<file path="src/rtl/rd_bank_sched.sv">
// Read-side scheduler for the N-bank reorder FIFO: drains locked banks strictly in index order.
// Optional stall watchdog enabled by defining RD_WATCHDOG_EN.
module rd_bank_sched #(
    parameter int NUM_BANKS   = 4,
    parameter int WDOG_CYCLES = 256,
    localparam int PTR_W      = $clog2(NUM_BANKS)
) (
    input  logic                 clk,
    input  logic                 rst_n,
    input  logic [NUM_BANKS-1:0] bank_lock,
    input  logic [NUM_BANKS-1:0] bank_empty,
    input  logic                 rd_ready,
    output logic [NUM_BANKS-1:0] bank_sel,
    output logic [PTR_W-1:0]     rd_ptr,
    output logic                 rd_en,
    output logic [NUM_BANKS-1:0] bank_release,
    output logic                 wdog_err
);

    typedef enum logic [2:0] {
        ST_WAIT    = 3'b001,
        ST_READ    = 3'b010,
        ST_RELEASE = 3'b100
    } state_t;

    if (NUM_BANKS < 2 || NUM_BANKS > 16) begin : g_bad_num_banks
        $error("rd_bank_sched: NUM_BANKS must be 2..16");
    end
    if (WDOG_CYCLES < 2 || WDOG_CYCLES > 65535) begin : g_bad_wdog_cycles
        $error("rd_bank_sched: WDOG_CYCLES must be 2..65535");
    end

    function automatic logic [NUM_BANKS-1:0] onehot(input logic [PTR_W-1:0] idx);
        logic [NUM_BANKS-1:0] v;
        v      = '0;
        v[idx] = 1'b1;
        return v;
    endfunction

    state_t                state_r;
    state_t                state_s;
    logic [PTR_W-1:0]      rd_ptr_r;
    logic [PTR_W-1:0]      rd_ptr_s;
    logic [PTR_W-1:0]      next_ptr_s;
    logic [NUM_BANKS-1:0]  bank_sel_s;
    logic [NUM_BANKS-1:0]  bank_release_s;
    logic                  rd_en_s;

    // NUM_BANKS need not be a power of two, so the wrap is an explicit compare
    assign next_ptr_s = (rd_ptr_r == PTR_W'(NUM_BANKS - 1)) ? PTR_W'(0) : (rd_ptr_r + PTR_W'(1));

    // Next-state and output decode
    always_comb begin
        state_s        = ST_WAIT;
        rd_ptr_s       = rd_ptr_r;
        bank_sel_s     = '0;
        bank_release_s = '0;
        rd_en_s        = 1'b0;
        case (state_r)
            ST_WAIT: begin
                if (bank_lock[rd_ptr_r]) begin
                    state_s = ST_READ;
                end else begin
                    state_s = ST_WAIT;
                end
            end
            ST_READ: begin
                bank_sel_s = onehot(rd_ptr_r);
                rd_en_s    = rd_ready & ~bank_empty[rd_ptr_r];
                if (bank_empty[rd_ptr_r]) begin
                    state_s = ST_RELEASE;
                end else begin
                    state_s = ST_READ;
                end
            end
            ST_RELEASE: begin
                bank_release_s = onehot(rd_ptr_r);
                rd_ptr_s       = next_ptr_s;
                // A bank already locked skips the WAIT cycle
                if (bank_lock[next_ptr_s]) begin
                    state_s = ST_READ;
                end else begin
                    state_s = ST_WAIT;
                end
            end
            default: begin
                state_s = ST_WAIT;
            end
        endcase
    end

    // State and read pointer registers
    always_ff @(posedge clk) begin
        if (!rst_n) begin
            state_r  <= ST_WAIT;
            rd_ptr_r <= '0;
        end else begin
            state_r  <= state_s;
            rd_ptr_r <= rd_ptr_s;
        end
    end

    assign bank_sel     = bank_sel_s;
    assign bank_release = bank_release_s;
    assign rd_en        = rd_en_s;
    assign rd_ptr       = rd_ptr_r;

`ifdef RD_WATCHDOG_EN
    localparam logic [15:0] WDOG_LAST = 16'(WDOG_CYCLES - 1);

    logic [15:0] wdog_cnt_r;
    logic        wdog_err_r;
    logic        wdog_stall_s;

    assign wdog_stall_s = (state_r == ST_READ) & ~rd_en_s & ~bank_empty[rd_ptr_r];

    // Consecutive-stall counter and sticky error flag
    always_ff @(posedge clk) begin
        if (!rst_n) begin
            wdog_cnt_r <= 16'h0000;
            wdog_err_r <= 1'b0;
        end else if (wdog_stall_s) begin
            if (wdog_cnt_r != 16'hFFFF) begin
                wdog_cnt_r <= wdog_cnt_r + 16'h0001;
            end else begin
                wdog_cnt_r <= wdog_cnt_r;
            end
            if (wdog_cnt_r == WDOG_LAST) begin
                wdog_err_r <= 1'b1;
            end else begin
                wdog_err_r <= wdog_err_r;
            end
        end else begin
            wdog_cnt_r <= 16'h0000;
            wdog_err_r <= wdog_err_r;
        end
    end

    assign wdog_err = wdog_err_r;
`else
    assign wdog_err = 1'b0;
`endif

endmodule

</file>
<file path="config.mk">
export PLATFORM = sky130hd
export DESIGN_NAME = rd_bank_sched
export DESIGN_NICKNAME = d
export VERILOG_FILES = /design/src/rtl/rd_bank_sched.sv
export SDC_FILE = /design/constraint.sdc
export NUM_CORES = 1
export LEC_CHECK = 0
export CORE_AREA = 2 2 39 41
export CTS_BUF_LIST = sky130_fd_sc_hd__clkbuf_4
export CTS_CLUSTER_DIAMETER = 60
export DETAILED_ROUTE_END_ITERATION = 7
export DIE_AREA = 0 0 41 43
export PLACE_DENSITY = 0.79
export SKIP_CTS_REPAIR_TIMING = 1
export SLEW_MARGIN = 30
export SYNTH_ARGS = -nofsm -noshare
export SYNTH_HDL_FRONTEND = slang
export SYNTH_SLANG_ARGS = --single-unit
</file>
<file path="constraint.sdc">
create_clock -name clk -period 2 [get_ports clk]
set_input_delay 0.4 -clock clk [delete_from_list [all_inputs] [get_ports clk]]
set_output_delay 0.4 -clock clk [all_outputs]
set_load 0.05 [all_outputs]
</file>
=== After elaboration in Yosys (flattened, before gate mapping) ===
Cells that the tools add are included.

* Register bits after elaboration: 5

* Multiplexer cells: 16
* Reduce and logical (&&, ||, !) cells: 1
* Equal/unequal tests: 4
* $add $sub $neg: 1
* $lt $le $gt $ge: 3
* Bitwise gates (word level): 2

{| class="wikitable"
|+ Operator list
! operator !! count
|-
| $pmux 3 s3 || 1
|-
| $mux 4 || 2
|-
| $bmux 1 s2 || 3
|-
| $lt 2x3->1 const B || 2
|-
| $mux 2 || 3
|-
| $mux 1 || 5
|-
| $eq 3x1->1 const B || 1
|-
| $eq 3x2->1 const B || 1
|-
| $eq 3x3->1 const B || 1
|-
| $mux 3 || 1
|-
| $add 2x1->2 const B || 1
|-
| $demux 1 s2 || 1
|-
| $eq 2x2->1 const B || 1
|-
| $ge 2x1->1 const B || 1
|-
| $and 1x1->1 || 1
|-
| $logic_and 1x1->1 || 1
|-
| $not 1->1 || 1
|}

=== Logic depth before layout (Yosys ltp) ===
Gate-level depths: netlist of run 1.

* Depth after elaboration: 6
* Mapped depth: 5
* Depth with buffers taken out: 5

=== Least setup slack after synthesis of run 1 ===
OpenSTA, ideal clock, no wires.

* Kind: register to output
* Start: register rd_ptr_r[0], in the netlist rd_ptr[0]
* End: output rd_en
* Stages on the path, launching flop included: 4
* Arrival time: 2,463 ps
* Slack: -863 ps
* Cell sequence: dfxtp_1 -> mux4_2 -> or4b_1 -> nor2_1

* Longest elaborated chain between the ends: 5

{| class="wikitable"
|+ RTL lines
! what !! line !! source
|-
| start: declaration || 42 || <nowiki>logic [PTR_W-1:0] rd_ptr_r;</nowiki>
|-
| start signal: assignment || 99 || <nowiki>rd_ptr_r <= rd_ptr_s;</nowiki>
|-
| $bmux 1 s2 || 69 || <nowiki>rd_en_s = rd_ready & ~bank_empty[rd_ptr_r];</nowiki>
|-
| $mux 1 (implied by the code) || 69 ||
|-
| $not 1->1 || 69 ||
|-
| $and 1x1->1 || 69 ||
|-
| $mux 1 || 59 || <nowiki>case (state_r)</nowiki>
|-
| end: declaration || 15 || <nowiki>output logic rd_en,</nowiki>
|}

Every way passes these cells. The select of a mux whose other input is x is not followed.

=== Worst setup path in the final report of run 1 ===
Same ends and word-level chain as after synthesis.

==> metrics.csv, run 1 <==
metric,value,unit
core area,1380,µm²
port buffer count,21,
sequential share of the synthesized area,23.2,%
IO Pins,23,
Worst Skew,0.00533,ns
row count,14,
R2R Path Start,rd_ptr[0],
fin worst setup slack,-0.288,ns
nets,91,
Crit path largest cell delay,0.55,ns
complex-gate fraction of the synthesized area,6.09,%
top fanout value on the critical path,2,
Ys Warns,0,
ANT cells,0,
Die Span X,41,µm
CTS Buffer Depth,2,
Synth Instances,50,
Hold Crit Depth,3,
Worst Hold End,state_r[2],
total grt overflow,0,
critical setup path kind,register to output port,
Final Hold Viols,0,
total CTS buffers,3,
crit path DAT,1.89,ns
flop2flop setup slack,0.27,ns
RSZ-0062 raised after global routing,yes,
Synth Cell Area,432,µm²
Worst R2R Path Depth,6,
Hold Crit Class,input port to register,
Yosys reg bits,5,
Area after DPL,762,µm²
Leak,0.369,nW
CTS root buf,clkbuf_4,
final setup fails,1,
design area,810,µm²
Final period util,114,%
R2R Path End,state_r[0],
"Slew Viols, Final",0,
Worst-Skew Late Latency,0.25,ns
largest family of logic cells by synthesized area,simple AND/OR/NAND/NOR gates,
first-pass GRT wire length,1550,µm
CP Cell Sequence,mux4_2 -> or4b_4 -> nor2_4 -> buf_12,
Fmax achieved,437,MHz
htree depth,1,
failing checks,negative setup slack,
Routed WL,1040,µm
Synth cell types,22,
Worst Setup End Kind,output port,
DRC Markers,0,
Initial Util,31.2,%
hold path start,bank_empty[2],
share of cells above drive strength 1,32.0,%
GPL Wtd Cong,0.754,
"Avg Cell Area, Syn",8.63,µm²
Layout area overhead,87.5,%
slowest CP cell,or4b_4,
Total GRT Usage,13.6,%
clock transition at the registers of the reported paths,0.05,ns
DIE AREA,1760,µm²
worst vdd ir,0.000217,V
"Req. time, crit path",1.60,ns
vias,441,
DRT iter0 DRCs,4,
initial antenna violation count,0,
Fill cells,128,
status,"finished, violations left",
mux cell area share after synthesis,16.5,%
largest net degree at the start of global routing,12,
First-pass DRT Iterations,4,
wire length per cell after detailed routing,11.4,µm
Routed Antenna Nets,0,
Post-Synth Adder-Cell Area,11.6,%
clk sinks,5,
simple-gate area share of the yosys netlist,36.5,%
CTS tree,built,
DP HPWL,833,µm
"worst slack, placed",-0.474,ns
vias in the first global route,382,
max-cap violations,0,
syn_nets,65,
Die Y,43,µm
Final min period,2.29,ns
Synth Area in XOR/XNOR,0,%
DR vias/cell,4.85,
CP startpoint kind,register,
Power per Cell Area,389,nW/µm²
state kept, by name, indices dropped and copies added, names as in the netlist:
name / count
state_r: 3
rd_ptr: 2
report_power, final:
part,leakage [nW],switching (W),total (W),internal [W]
clock network,0.0184,0.0000449,0.000134,0.0000892
logic,0.309,0.0000293,0.0000668,0.0000375
registers,0.0420,0.00000964,0.000114,0.000105
total,0.369,0.0000838,0.000315,0.000231
stage by stage:
step                std cells  hold WS, ns  util, %  setup TNS, ns  total power, W
detailed placement         86        0.657     55.1         -0.482        0.000183
global route               91        0.688     58.5         -0.336        0.000331
finish                     91        0.657     58.5         -0.288        0.000315
CTS                        90        0.665     57.2         -0.476        0.000321
global placement           86        0.655     55.1         -0.449        0.000181
floorplan                  50        0.527        -         -0.193        0.000153
critical path: cells and delay by family, from the launching register on:
kind	cells	cell delay [ns]
flops	1	0.34
simple gates	2	0.67
buf+inv	1	0.14
mux	1	0.50
metal layers:
metal / vias to the layer above / GRT usage, % / share of wire [%]
met5: - / 0 / 0
met4: 0 / 6.00 / 1.3
met3: 2 / 7.85 / 6.8
met2: 18 / 20.6 / 53
met1: 196 / 14.8 / 39
li1: 225 / - / -
logic make-up (layout without fill, tap and decap cells):
group,after synthesis,in the layout
compound gates,5,5
fa+ha+maj,4,4
buf+inv,5,30
flops,5,5
mux,3,3
other cells,1,1
simple gates,27,27
worst max path at each step:
| stage | endpoint | slack, ns | startpoint |
|---|---|---|---|
| floorplan | rd_en | -0.19 | rd_ptr[0] |
| global placement | rd_en | -0.45 | bank_empty[3] |
| detailed placement | rd_en | -0.47 | bank_empty[3] |
| CTS | rd_en | -0.48 | bank_empty[3] |
| global route | rd_en | -0.33 | rd_ptr[0] |
| finish | rd_en | -0.29 | rd_ptr[0] |
final cells by class:
class	instances	area (µm²)	share of cell area [%]
Multi-Input combinational cell	40	320	39.6
Inverter	3	11.3	1.39
Clock buffer	4	30.0	3.71
Sequential cell	5	105	13.0
Timing Repair Buffer	23	323	39.9
Tap cell	16	20.0	2.47
synth_stat cells (all sizes together):
master,instances,area share [%]
nor2,6,5.2
mux4,3,17
nor3,2,2.3
or3,1,1.5
a31oi,1,1.5
and3,5,7.5
buf,1,1.7
inv,3,2.6
dfxtp,5,23
nand2b,2,2.9
a21oi,3,3.5
ha,4,12
clkbuf,1,0.87
and2,5,7.2
nand2,2,1.7
nor2b,2,2.9
o21ai,1,1.2
or4b,1,2.3
conb,1,0.87
nor3b,1,2.9
layout by cell type (no fill, tap or decap), types with 2 or more instances in the layout:
| cell | netlist | layout |
|---|---|---|
| a21oi_1 | 3 | 3 |
| and2_1 | 5 | 5 |
| and3_1 | 4 | 4 |
| buf_12 | 0 | 9 |
| buf_4 | 1 | 3 |
| clkbuf_4 | 0 | 4 |
| clkdlybuf4s50_1 | 0 | 7 |
| dfxtp_1 | 5 | 3 |
| dlymetal6s2s_1 | 0 | 4 |
| ha_1 | 4 | 4 |
| inv_1 | 3 | 3 |
| mux4_2 | 2 | 2 |
| nand2_1 | 2 | 2 |
| nand2b_1 | 2 | 2 |
| nor2_1 | 6 | 5 |
| nor2b_1 | 2 | 2 |
| nor3_1 | 2 | 2 |
(Power assumes the default switching activity.)
==> run 2, diff against run 1 <==
==> constraint.sdc (replaced) <==
create_clock -name clk -period 2 [get_ports clk]
set_input_delay 0.6 -clock clk [delete_from_list [all_inputs] [get_ports clk]]
set_output_delay 0.6 -clock clk [all_outputs]
set_load 0.05 [all_outputs]
==> run 2 against run 1 <==
Effect of this change:
- the run still ends with negative setup slack left
- sequential power is essentially flat
- total power is 1.1% higher
- clock skew fell by 0.0030 ns
- critical endpoint unchanged
- cell area is 0.93% higher
- die area unchanged
- first-iteration DRC count grew 50%
- worst setup slack got worse by 0.27 ns
- combinational power grew 12%
- global-route usage is 0.13 points lower
- wire length rose by 0.38%
==> metrics.csv, run 2 (synthesis gave the netlist of run 1 again) <==
metric,value,unit,change
DRT iter0 DRCs,6,,was 4
"Req. time, crit path",1.40,ns,was 1.60 ns
Critical Path Source,bank_empty[3],,was rd_ptr[0]
first-pass GRT wire length,1560,µm,was 1550 µm
Routed Antenna Nets,0,,unchanged
Clk pwr share,41.5,%,was 42.5%
R2R Path Start,rd_ptr[0],,unchanged
Total GRT Usage,13.5,%,was 13.6%
CTS tree,built,,unchanged
vias in the first global route,412,,was 382
CP top delay family,simple AND/OR/NAND/NOR gates,,unchanged
flop2flop setup slack,0.29,ns,was 0.27 ns
row count,14,,unchanged
failing checks,negative setup slack,,unchanged
CP Cell Sequence,buf_6 -> mux4_2 -> or4b_4 -> nor2_4 -> buf_12,,was mux4_2 -> or4b_4 -> nor2_4 -> buf_12
top fanout value on the critical path,2,,unchanged
GPL Wtd Cong,0.726,,was 0.754
final core utilization,59.0,%,was 58.5%
fin worst setup slack,-0.554,ns,was -0.288 ns
Worst Setup End Kind,output port,,unchanged
clock transition at the registers of the reported paths,0.04,ns,was 0.05 ns
Top reg by flops,state_r,,unchanged
wire length per cell after detailed routing,11.2,µm,was 11.4 µm
CTS root buf,clkbuf_4,,unchanged
R2R Path End,state_r[0],,unchanged
Worst Skew,0.00232,ns,was 0.00533 ns
Die Y,43,µm,unchanged
worst vdd ir,0.000424,V,was 0.000217 V
"most common cell after layout, fill and taps aside",buf_12,,unchanged
"Slew Viols, Final",0,,unchanged
combinational share of power,23.6,%,was 21.2%
DR vias/cell,4.89,,was 4.85
slowest CP cell,or4b_4,,unchanged
total grt overflow,0,,unchanged
max-cap violations,0,,unchanged
Worst R2R Path Depth,6,,unchanged
Power per Cell Area,390,nW/µm²,was 389 nW/µm²
total CTS buffers,3,,unchanged
Initial Util,31.2,%,unchanged
clk sinks,5,,unchanged
port buffer count,21,,unchanged
DRC Markers,0,,unchanged
status,"finished, violations left",,unchanged
Final Hold Viols,0,,unchanged
core area,1380,µm²,unchanged
"worst slack, placed",-0.877,ns,was -0.474 ns
critical setup path kind,input port to output port,,was register to output port
nets,93,,was 91
Power Internal,0.000233,W,was 0.000231 W
DP HPWL,874,µm,was 833 µm
CTS Buffer Depth,2,,unchanged
final setup fails,1,,unchanged
sw frac,26.9,%,was 26.6%
share of cells above drive strength 1,44.2,%,was 32.0%
Routed WL,1040,µm,about the same
RSZ-0062 raised after global routing,yes,,unchanged
First-pass DRT Iterations,4,,unchanged
Die Span X,41,µm,unchanged
max FFs per register,3,,unchanged
Leak,0.348,nW,was 0.369 nW
vias,455,,was 441
setup TNS,-0.554,ns,was -0.288 ns
Final period util,128,%,was 114%
Hold Crit Class,register to register,,was input port to register
Net Sw Power,0.0000856,W,was 0.0000838 W
CP startpoint kind,input port,,was register
DIE AREA,1760,µm²,unchanged
Stages on worst setup path,5,,was 4
initial antenna violation count,0,,unchanged
Final min period,2.55,ns,was 2.29 ns
Seq pwr share,34.9,%,was 36.3%
Fmax achieved,392,MHz,was 437 MHz
Worst-Skew Late Latency,0.25,ns,about the same
ANT cells,0,,unchanged
"commonest non-fill, non-tap cells in the layout","9 x buf_12, 6 x clkdlybuf4s50_1, 6 x buf_4",,"was 9 x buf_12, 7 x clkdlybuf4s50_1, 5 x nor2_1, 5 x and2_1"
IO Pins,23,,unchanged
CP Capture Point,rd_en,,unchanged
largest net degree at the start of global routing,11,,was 12
crit path DAT,1.95,ns,was 1.89 ns
Crit path largest cell delay,0.55,ns,about the same
Layout area overhead,89.3,%,was 87.5%
htree depth,1,,unchanged
Crit path buffers/inverters,2,,was 1
## run 2: changes by cell type in the layout (fill, tap and decap cells not counted), sizes merged
cell	previous run	this run
clkdlybuf4s50	7	6
dlymetal6s2s	4	0
clkbuf	4	7
buf	12	16
## run 2: power groups by stage
stage          sequential [W]  combinational [W]  clock (W)
5_1_grt              0.000112          0.0000819   0.000146
4_1_cts              0.000110          0.0000752   0.000139
3_5_place_dp         0.000112          0.0000751          0
6_report             0.000111          0.0000750   0.000132
3_3_place_gp         0.000112          0.0000727          0
2_1_floorplan        0.000111          0.0000426          0
## run 2: final cells by class
class | count | area (µm²)
Clock buffer | 4 | 30.0
Fill cell | 125 | 567
Tap cell | 16 | 20.0
Timing Repair Buffer | 25 | 312
Sequential cell | 5 | 105
Multi-Input combinational cell | 40 | 339
Inverter | 3 | 11.3
## run 2: metal layers
metal | vias to the layer above | share of wire, % | GRT usage, %
met5 | - | 0 | 0
met4 | 0 | 0 | 4.00
met3 | 0 | 6.5 | 9.42
met2 | 16 | 57 | 20.9
met1 | 214 | 37 | 14.0
li1 | 225 | - | -
## run 2: how the worst min path moves through the flow
stage,slack (ns),cells past startpoint,from,to
6_report,0.64,2,state_r[1],state_r[1]
5_1_grt,0.66,2,state_r[1],state_r[1]
4_1_cts,0.64,2,state_r[1],state_r[1]
3_5_place_dp,0.63,2,state_r[1],state_r[1]
3_3_place_gp,0.63,2,state_r[1],state_r[1]
2_1_floorplan,0.60,2,state_r[1],state_r[2]
## run 2: tightest hold or removal path, cell delays in order, from the launching register on
cell and delay (ns):
dfxtp_1 0.31, or4b_4 0.22, a31oi_1 0.06
## run 2: metrics by stage
stage / power (W) / cells / hold slack, ns / cell area (µm²)
finish: 0.000319 / 93 / 0.637 / 817
global route: 0.000340 / 93 / 0.656 / 817
CTS: 0.000324 / 93 / 0.635 / 812
detailed placement: 0.000187 / 89 / 0.626 / 782
global placement: 0.000184 / 89 / 0.625 / 782
floorplan: 0.000153 / 50 / 0.596 / 448
